`src/rtl/expr_pkg.sv`:
```
// Shared definitions for the ASCII arithmetic-expression character stream.
// Used by the transmitter (expr_string_tx) and by the recognizer side, so the
// character codes live here rather than in either endpoint.
package expr_pkg;

   // Sequencer states; ST_TERM is only reachable when EXPR_TX_TERMINATOR_EN is defined
   typedef enum logic [2:0] {
      ST_IDLE  = 3'd0,
      ST_DIGIT = 3'd1,
      ST_OPER  = 3'd2,
      ST_FIN   = 3'd3,
      ST_TERM  = 3'd4
   } expr_state_e;

   localparam logic [7:0] CH_ZERO = 8'h30;
   localparam logic [7:0] CH_PLUS = 8'h2B;
   localparam logic [7:0] CH_STAR = 8'h2A;
   localparam logic [7:0] CH_EQ   = 8'h3D;

endpackage

```
`src/rtl/expr_req_check.sv`:
```
// Combinational validation of a transmit request: the term count must be in
// 1..MAX_TERMS and every term that will actually be sent must be a BCD digit.
// Terms beyond n_terms_i are don't-care and never inspected.
module expr_req_check #(
   parameter int MAX_TERMS = 4
) (
   input  logic [3:0]             n_terms_i,
   input  logic [4*MAX_TERMS-1:0] digits_i,
   output logic                   req_ok_o
);

   // Range check on the count, then reject any in-use term above 9
   always_comb begin
      req_ok_o = (n_terms_i != 4'd0) && (n_terms_i <= 4'(MAX_TERMS));
      for (int i = 0; i < MAX_TERMS; i++) begin
         if ((4'(i) < n_terms_i) && (digits_i[4*i +: 4] > 4'd9)) begin
            req_ok_o = 1'b0;
         end
      end
   end

endmodule

```
`src/rtl/expr_string_tx.sv`:
```
// Transmitter for the ASCII expression stream: digit, operator, digit, ...
// One character per valid/ready handshake; outputs are registered.
// Optional build macro EXPR_TX_TERMINATOR_EN appends an '=' character after
// the final digit, which then carries 'last' instead of the digit.
module expr_string_tx
   import expr_pkg::*;
#(
   parameter int MAX_TERMS = 4
) (
   input  logic                   clk,
   input  logic                   clr_n,
   input  logic                   start,
   input  logic [3:0]             n_terms,
   input  logic [4*MAX_TERMS-1:0] digits,
   input  logic [MAX_TERMS-2:0]   ops,
   output logic [7:0]             char_out,
   output logic                   char_valid,
   input  logic                   char_ready,
   output logic                   last,
   output logic                   busy,
   output logic                   done,
   output logic                   err
);

   expr_state_e                state_q, state_d;
   logic [3:0]                 idx_q, idx_d;
   logic [3:0]                 nterms_q, nterms_d;
   logic [4*MAX_TERMS-1:0]     digits_q, digits_d;
   logic [MAX_TERMS-2:0]       ops_q, ops_d;
   logic [7:0]                 char_q, char_d;
   logic                       valid_q, valid_d;
   logic                       last_q, last_d;
   logic                       done_q, done_d;
   logic                       err_q, err_d;
   logic                       req_ok;

   expr_req_check #(.MAX_TERMS(MAX_TERMS)) u_req_check (
      .n_terms_i (n_terms),
      .digits_i  (digits),
      .req_ok_o  (req_ok)
   );

   function automatic logic [3:0] digitAt(input logic [4*MAX_TERMS-1:0] d, input logic [3:0] k);
      logic [3:0] r;
      r = 4'd0;
      for (int i = 0; i < MAX_TERMS; i++) begin
         if (k == 4'(i)) r = d[4*i +: 4];
      end
      return r;
   endfunction

   function automatic logic [7:0] opChar(input logic [MAX_TERMS-2:0] o, input logic [3:0] k);
      logic [7:0] r;
      r = CH_PLUS;
      for (int i = 0; i < MAX_TERMS - 1; i++) begin
         if ((k == 4'(i)) && o[i]) r = CH_STAR;
      end
      return r;
   endfunction

   // With the terminator enabled the '=' owns 'last', so no digit ever does
   function automatic logic isLastDigit(input logic [3:0] k, input logic [3:0] n);
`ifdef EXPR_TX_TERMINATOR_EN
      return 1'b0 & (k == n);
`else
      return k == (n - 4'd1);
`endif
   endfunction

   // Next-state and next-output decode; the character for the next state is
   // computed here so that char_out/last/char_valid are pure flop outputs
   always_comb begin
      state_d  = state_q;
      idx_d    = idx_q;
      nterms_d = nterms_q;
      digits_d = digits_q;
      ops_d    = ops_q;
      char_d   = char_q;
      valid_d  = valid_q;
      last_d   = last_q;
      done_d   = 1'b0;
      err_d    = 1'b0;
      case (state_q)
         ST_IDLE: begin
            char_d  = 8'h00;
            valid_d = 1'b0;
            last_d  = 1'b0;
            if (start) begin
               if (req_ok) begin
                  nterms_d = n_terms;
                  digits_d = digits;
                  ops_d    = ops;
                  idx_d    = 4'd0;
                  state_d  = ST_DIGIT;
                  char_d   = CH_ZERO + {4'h0, digits[3:0]};
                  valid_d  = 1'b1;
                  last_d   = isLastDigit(4'd0, n_terms);
               end else begin
                  err_d = 1'b1;
               end
            end
         end
         ST_DIGIT: begin
            if (char_ready) begin
               if (idx_q == (nterms_q - 4'd1)) begin
`ifdef EXPR_TX_TERMINATOR_EN
                  state_d = ST_TERM;
                  char_d  = CH_EQ;
                  valid_d = 1'b1;
                  last_d  = 1'b1;
`else
                  state_d = ST_FIN;
                  char_d  = 8'h00;
                  valid_d = 1'b0;
                  last_d  = 1'b0;
                  done_d  = 1'b1;
`endif
               end else begin
                  state_d = ST_OPER;
                  char_d  = opChar(ops_q, idx_q);
                  last_d  = 1'b0;
               end
            end
         end
         ST_OPER: begin
            if (char_ready) begin
               idx_d   = idx_q + 4'd1;
               state_d = ST_DIGIT;
               char_d  = CH_ZERO + {4'h0, digitAt(digits_q, idx_q + 4'd1)};
               last_d  = isLastDigit(idx_q + 4'd1, nterms_q);
            end
         end
`ifdef EXPR_TX_TERMINATOR_EN
         ST_TERM: begin
            if (char_ready) begin
               state_d = ST_FIN;
               char_d  = 8'h00;
               valid_d = 1'b0;
               last_d  = 1'b0;
               done_d  = 1'b1;
            end
         end
`endif
         ST_FIN: begin
            state_d = ST_IDLE;
         end
         default: begin
            state_d = ST_IDLE;
            valid_d = 1'b0;
            last_d  = 1'b0;
            char_d  = 8'h00;
         end
      endcase
   end

   // State and output registers; reset abandons any partial expression
   always_ff @(posedge clk or negedge clr_n) begin
      if (!clr_n) begin
         state_q  <= ST_IDLE;
         idx_q    <= 4'd0;
         nterms_q <= 4'd0;
         digits_q <= '0;
         ops_q    <= '0;
         char_q   <= 8'h00;
         valid_q  <= 1'b0;
         last_q   <= 1'b0;
         done_q   <= 1'b0;
         err_q    <= 1'b0;
      end else begin
         state_q  <= state_d;
         idx_q    <= idx_d;
         nterms_q <= nterms_d;
         digits_q <= digits_d;
         ops_q    <= ops_d;
         char_q   <= char_d;
         valid_q  <= valid_d;
         last_q   <= last_d;
         done_q   <= done_d;
         err_q    <= err_d;
      end
   end

   assign char_out   = char_q;
   assign char_valid = valid_q;
   assign last       = last_q;
   assign done       = done_q;
   assign err        = err_q;
   assign busy       = (state_q != ST_IDLE);

endmodule

```
`config.mk`:
```
export PLATFORM = sky130hd
export DESIGN_NAME = expr_string_tx
export DESIGN_NICKNAME = d
export VERILOG_FILES = /design/src/rtl/expr_pkg.sv /design/src/rtl/expr_req_check.sv /design/src/rtl/expr_string_tx.sv
export SDC_FILE = /design/constraint.sdc
export NUM_CORES = 1
export LEC_CHECK = 0
export BUFFER_PORTS_ARGS = -buffer_cell sky130_fd_sc_hd__buf_4
export CAP_MARGIN = 5
export CORE_MARGIN = 2
export CORE_UTILIZATION = 59
export DETAILED_ROUTE_END_ITERATION = 8
export PLACE_DENSITY = 0.84
export SLEW_MARGIN = 20
export SYNTH_ARGS = -nofsm -noshare
export SYNTH_HDL_FRONTEND = slang
export SYNTH_SLANG_ARGS = --single-unit
export TNS_END_PERCENT = 100
```
`constraint.sdc`:
```
create_clock -name clk -period 3.3 [get_ports clk]
set_input_delay 0 -clock clk [delete_from_list [all_inputs] [get_ports clk]]
set_output_delay 0 -clock clk [all_outputs]
set_load 0.01 [all_outputs]
```
After elaboration in Yosys (flattened, before gate mapping)
Cells that the tools add are included.
- $add $sub $neg: 5
- multiply operators: 0
- div/mod/pow operators: 0
- magnitude comparators: 9
- equal/unequal tests: 15
- shifts and indexed selects: 0
- mux-type cells: 45
- bitwise logic cells: 2
- reductions and logical operators: 21
- operators by type and width (operator ; number):
    $mux W8 ; 5
    $mux W4 ; 9
    $pmux W8 S4 ; 1
    $mux W1 ; 20
    $gt A4 B4 Y1 const B ; 4
    $add A6 B4 Y7 const A ; 2
    $mux W7 ; 2
    $eq A4 B2 Y1 const B ; 3
    $logic_not A4 Y1 ; 3
    $mux W3 ; 4
    $ne A2 B2 Y1 const B ; 5
    $pmux W3 S3 ; 1
    $reduce_and A3 Y1 ; 3
    $eq A4 B1 Y1 const B ; 2
    $eq A4 B4 Y1 ; 2
    $logic_and A1 B1 Y1 ; 8
    $lt A1 B4 Y1 const A ; 2
    $lt A2 B4 Y1 const A ; 2
    $pmux W4 S2 ; 1
    $reduce_and A4 Y1 ; 2
    $sub A4 B1 Y4 const B ; 2
    $eq A3 B2 Y1 const B ; 2
    $add A4 B1 Y4 const B ; 1
    $le A4 B3 Y1 const B ; 1
    other kinds (9) ; 10
- register bits after elaboration: 42
- bits in latches: 0
- RAM bits: 0
- bits in read-only memories: 0
- logic and storage cells: 107
- memories kept: 0

Longest topological paths before layout
- depth in word-level cells: 11
- mapped depth: 9
- gate-level depth less buffers: 7

Cells and area by module
Synthesis repeated with hierarchy kept, for this count alone.
- cell total of the unflattened synthesis: 225
- area, all modules: 2200.9 µm²
- by module, submodules not included (module ; times used ; cells each ; area an instance (µm²) ; sequential area each (µm²)):
    expr_string_tx ; 1 ; 215 ; 2123.3 ; 975.9
    expr_req_check ; 1 ; 10 ; 77.6 ; 0.0

Worst setup path after synthesis
OpenSTA, ideal clock, no wires.
- path type: register to register
- from: reg idx_q[0]
- to: reg char_q[3], in the netlist char_out[3]
- setup time: 0.129 ns
- arrival time: 1.799 ns
- slack: 1.371 ns
- cell stages (with the launch flop): 10
- buffers on the path: 2
- path through: dfrtp_1 > clkbuf_1 > inv_1 > ha_1 > clkbuf_1 > mux2_2 > a32oi_1 > o22ai_1 > o211ai_1 > a31oi_1
- word-level cells in the longest chain between the ends: 11
- elaborated cells between the ends (all ways): 20
- those cells by class: 2 x add/sub; 5 x eq/ne; 11 x mux; 2 x reduce/logical
- ends and longest elaborated chain (item ; line ; source):
    start: declaration ; expr_string_tx.sv:26 ; logic [3:0] idx_q, idx_d;
    start signal: assignment ; expr_string_tx.sv:171 ; idx_q <= idx_d;
    $add A4 B1 Y4 ; expr_string_tx.sv:129 ; char_d = CH_ZERO + {4'h0, digitAt(digits_q, idx_q + 4'd1)};
    $logic_not A4 Y1 ; expr_string_tx.sv:47 ; if (k == 4'(i)) r = d[4*i +: 4];
    $mux W4 (4 in series) ; expr_string_tx.sv:47 ;
    $mux W4 ; expr_string_tx.sv:126 ; if (char_ready) begin
    $mux W4 ; expr_string_tx.sv:83 ; case (state_q)
    $add A6 B4 Y7 ; expr_string_tx.sv:129 ;
    $mux W8 ; expr_string_tx.sv:126 ;
    $pmux W8 S4 * ; expr_string_tx.sv:83 ;
    end signal: assignment ; expr_string_tx.sv:175 ; char_q <= char_d;
    end: declaration ; expr_string_tx.sv:30 ; logic [7:0] char_q, char_d;
Mark *: on every way between the ends. The rest lies on a longest branch, timed or not. The select of a mux whose other input is x is not followed.
A chain may end at the register's enable or synchronous reset.

Worst setup path after layout
- from: reg idx_q[0]
- to: reg char_q[2], in the netlist char_out[2]
Same word-level chain as after synthesis.

==> impl_metrics.json <==
{
  "swShare_pct": 41.1,
  "place_congestion": 0.920,
  "dpl_cell_area_sq_um": 2410,
  "finalHoldViolations": 0,
  "track_usage_pct": 28.8,
  "die_x_um": 64.4,
  "p_per_area_nw_per_um2": 719,
  "cts_num_sinks": 39,
  "peakVddDrop_uv": 488,
  "dr.first_iter.drc_count": 115,
  "area_growth_pct": 26.0,
  "vias": 1973,
  "grt_use_met3_pct": 7.99,
  "die_h_um": 64.4,
  "crit_arrival_ps": 2480,
  "final-instance-count-excl-fill": 347,
  "grt_start_max_net_pins": 40,
  "fin_setup_tns_ps": 0,
  "clk_pin_slew_ps": 110,
  "yosys_warnings": 0,
  "period_minus_slack_ps": 2200,
  "cts_tree": "built",
  "worstSetupEndpointType": "flop",
  "dp_cells": 314,
  "syn_inst": 246,
  "final-setup-viol-count": 0,
  "synthArstFlopShare_pct": 100,
  "critPathLaunchType": "flop",
  "cp.required_ps": 3580,
  "combPwrFrac_pct": 44.7,
  "busiest_layer": "met2",
  "wl_um": 5370,
  "synth_edf_count": 0,
  "clk_latency_ps": 350,
  "h-tree-depth": 2,
  "overflow": 0,
  "row_count": 21,
  "skew_ps": 2.96,
  "p_int_w": 0.00115,
  "worst-path-max-fanout": 11,
  "regArea_sq_um": 976,
  "power_frac_clock_pct": 12.2,
  "final_net_count": 332,
  "grt.met1_usage_pct": 35.8,
  "core_area_sq_um": 3420,
  "outcome": "completed",
  "rsz0062_at_grt": "false",
  "multi_input_area_sq_um": 1050,
  "synth_area_sq_um": 2150,
  "slew_violations": 0,
  "drt_pass1_iterations": 6,
  "crit_type": "reg2reg",
  "ios": 40,
  "tightest_slew_ps": 825,
  "grt_pass1_vias": 1937,
  "nFillCells": 242,
  "seq_area_frac_synth_pct": 45.3,
  "p_leak_nw": 1.31,
  "grt_util_met2_pct": 46.7,
  "fmax_mhz": 454,
  "die_area_sq_um": 4150,
  "ys_ff_latch": 39,
  "maxCapViolations": 0,
  "grt_pass1_wl_um": 9030,
  "ant_nets": 0,
  "drt-vias-per-instance": 5.69,
  "power.switching_w": 0.000802,
  "cts_made_buffers": 5,
  "hold_class": "in2reg",
  "hpwl_um": 3420,
  "timing.final.crit_share_pct": 66.8,
  "antenna_cells": 0,
  "start_util_pct": 63.1,
  "whs_ps": 71.3,
  "synthFlopType": "dfrtp_1",
  "power_frac_seq_pct": 43.1,
  "wl_per_cell_um": 15.5,
  "avgSynthCellArea_sq_um": 8.76,
  "drc_errors": 0,
  "max_slew_margin_pct": 45.0,
  "post-cts-setup-buffers": 0,
  "fin_area_sq_um": 2710,
  "io_buffer_count": 37,
  "drive_gt1_share_pct": 18.3,
  "cts_buffer_depth": 2,
  "ctsRootBufferMaster": "clkbuf_4",
  "netlist-cell-type-count": 50,
  "antenna_found_initial": 0
}
==> cell usage in the layout (no fill, tap or decap), types with 5 or more instances in the layout <==
cell type | netlist | layout
buf_4 | 2 | 38
inv_1 | 11 | 11
xnor2_1 | 6 | 6
nand3_1 | 5 | 5
dlygate4sd3_1 | 0 | 25
a21oi_1 | 7 | 7
nor3_1 | 5 | 5
nor2_1 | 12 | 12
o21ai_0 | 11 | 11
a31oi_1 | 6 | 6
clkbuf_4 | 0 | 5
dfrtp_1 | 39 | 39
ha_1 | 5 | 5
nand2_1 | 69 | 69
==> repair_timing <==
item	CTS	global route
hold endpoints to repair	69	0
setup endpoints to repair	0	0
hold buffers	25	0
gates resized for setup	0	0
==> final cells by class <==
cell class / count / share of cell area [%]
flip-flops and latches: 39 / 36.0
clock inverters: 1 / 0.184
well taps: 46 / 2.12
inverters: 11 / 1.52
repair buffers: 63 / 19.7
multi-input cells: 180 / 38.8
clock buffers: 7 / 1.66
==> power by group through the flow <==
| stage | Clock (W) | Sequential [W] | Combinational, W |
|---|---|---|---|
| after floorplan | 0 | 0.000780 | 0.000666 |
| after global placement | 0 | 0.000834 | 0.000819 |
| after detailed placement | 0 | 0.000842 | 0.000836 |
| after CTS | 0.000237 | 0.000832 | 0.000863 |
| after global routing | 0.000267 | 0.000862 | 0.000967 |
| final | 0.000239 | 0.000840 | 0.000873 |
==> synthesized netlist by cell type (2+ instances only) <==
master | count | area, sq um
nor2_1 | 12 | 45.0
or3_1 | 2 | 12.5
nor3_1 | 5 | 25.0
a211oi_1 | 2 | 15.0
a32oi_1 | 2 | 17.5
o31ai_1 | 2 | 15.0
and2_1 | 2 | 12.5
nand2b_1 | 3 | 18.8
a31oi_1 | 6 | 37.5
mux2_2 | 2 | 22.5
ha_1 | 5 | 62.6
a211o_1 | 2 | 17.5
nand3_1 | 5 | 25.0
xnor2_1 | 6 | 52.6
clkbuf_1 | 7 | 26.3
buf_2 | 6 | 30.0
mux2i_1 | 2 | 20.0
xor2_1 | 3 | 26.3
buf_4 | 2 | 15.0
o211ai_1 | 3 | 22.5
dfrtp_1 | 39 | 976
nor2b_1 | 2 | 12.5
o22ai_1 | 3 | 18.8
nand2_1 | 69 | 259
o21ai_0 | 11 | 55.1
a21oi_1 | 7 | 35.0
nand4_1 | 2 | 12.5
buf_6 | 2 | 22.5
inv_1 | 11 | 41.3
==> metal layers <==
layer	up-vias	share of wire, %	wire length, um
met5	-	0	0
met4	0	3.8	202
met3	20	6.9	370
met2	79	48	2600
met1	928	41	2190
li1	946	-	-
==> final timing paths <==
| kind | from | slack, ps | end | depth (start not counted) |
|---|---|---|---|---|
| min in group asynchronous | clr_n | 130 | nterms_q[3]$_DFFE_PN0P_ | 2 |
| worst max register to register | idx_q[0]$_DFFE_PN0P_ | 1100 | char_out[2]$_DFFE_PN0P_ | 6 |
| worst max-delay path | idx_q[0]$_DFFE_PN0P_ | 1100 | char_out[2]$_DFFE_PN0P_ | 6 |
| worst min-delay path | n_terms[3] | 70 | last$_DFFE_PN0P_ | 4 |
| max in group asynchronous | clr_n | 2810 | ops_q[0]$_DFFE_PN0P_ | 2 |
| worst min register to register | ops_q[0]$_DFFE_PN0P_ | 500 | ops_q[0]$_DFFE_PN0P_ | 2 |
==> critical path, cell delays in order (launching register included) <==
cell,delay (ps)
dfrtp_1,570
ha_1,380
and2_1,260
a31oi_1,190
nor3_1,320
o2111ai_1,180
a41oi_1,230
==> cell families (layout without fill, tap and decap cells) <==
group	count (synthesis)	after routing	synth area share, %
simple gates	112	112	23.8
compound gates	47	47	15.2
flops	39	39	45.3
buf+inv	28	82	6.27
xor+xnor	10	10	4.41
fa+ha+maj	5	5	2.90
mux	4	4	1.97
other cells	1	2	0.174
==> through the flow <==
stage / util [%] / setup WS (ps) / total power [W]
floorplan: - / 1370 / 0.00145
global placement: 70.7 / 1200 / 0.00165
detailed placement: 70.7 / 1150 / 0.00168
CTS: 79.5 / 1140 / 0.00193
global route: 79.5 / 882 / 0.00210
finish: 79.5 / 1100 / 0.00195
==> state kept, by name, summed over array words and instances (netlist names) <==
name	cells
digits_q	16
char_out	6
idx_q	4
nterms_q	4
ops_q	3
state_q	2
char_valid	1
done	1
err	1
last	1
Note: power is estimated with default switching activity, not from simulation.
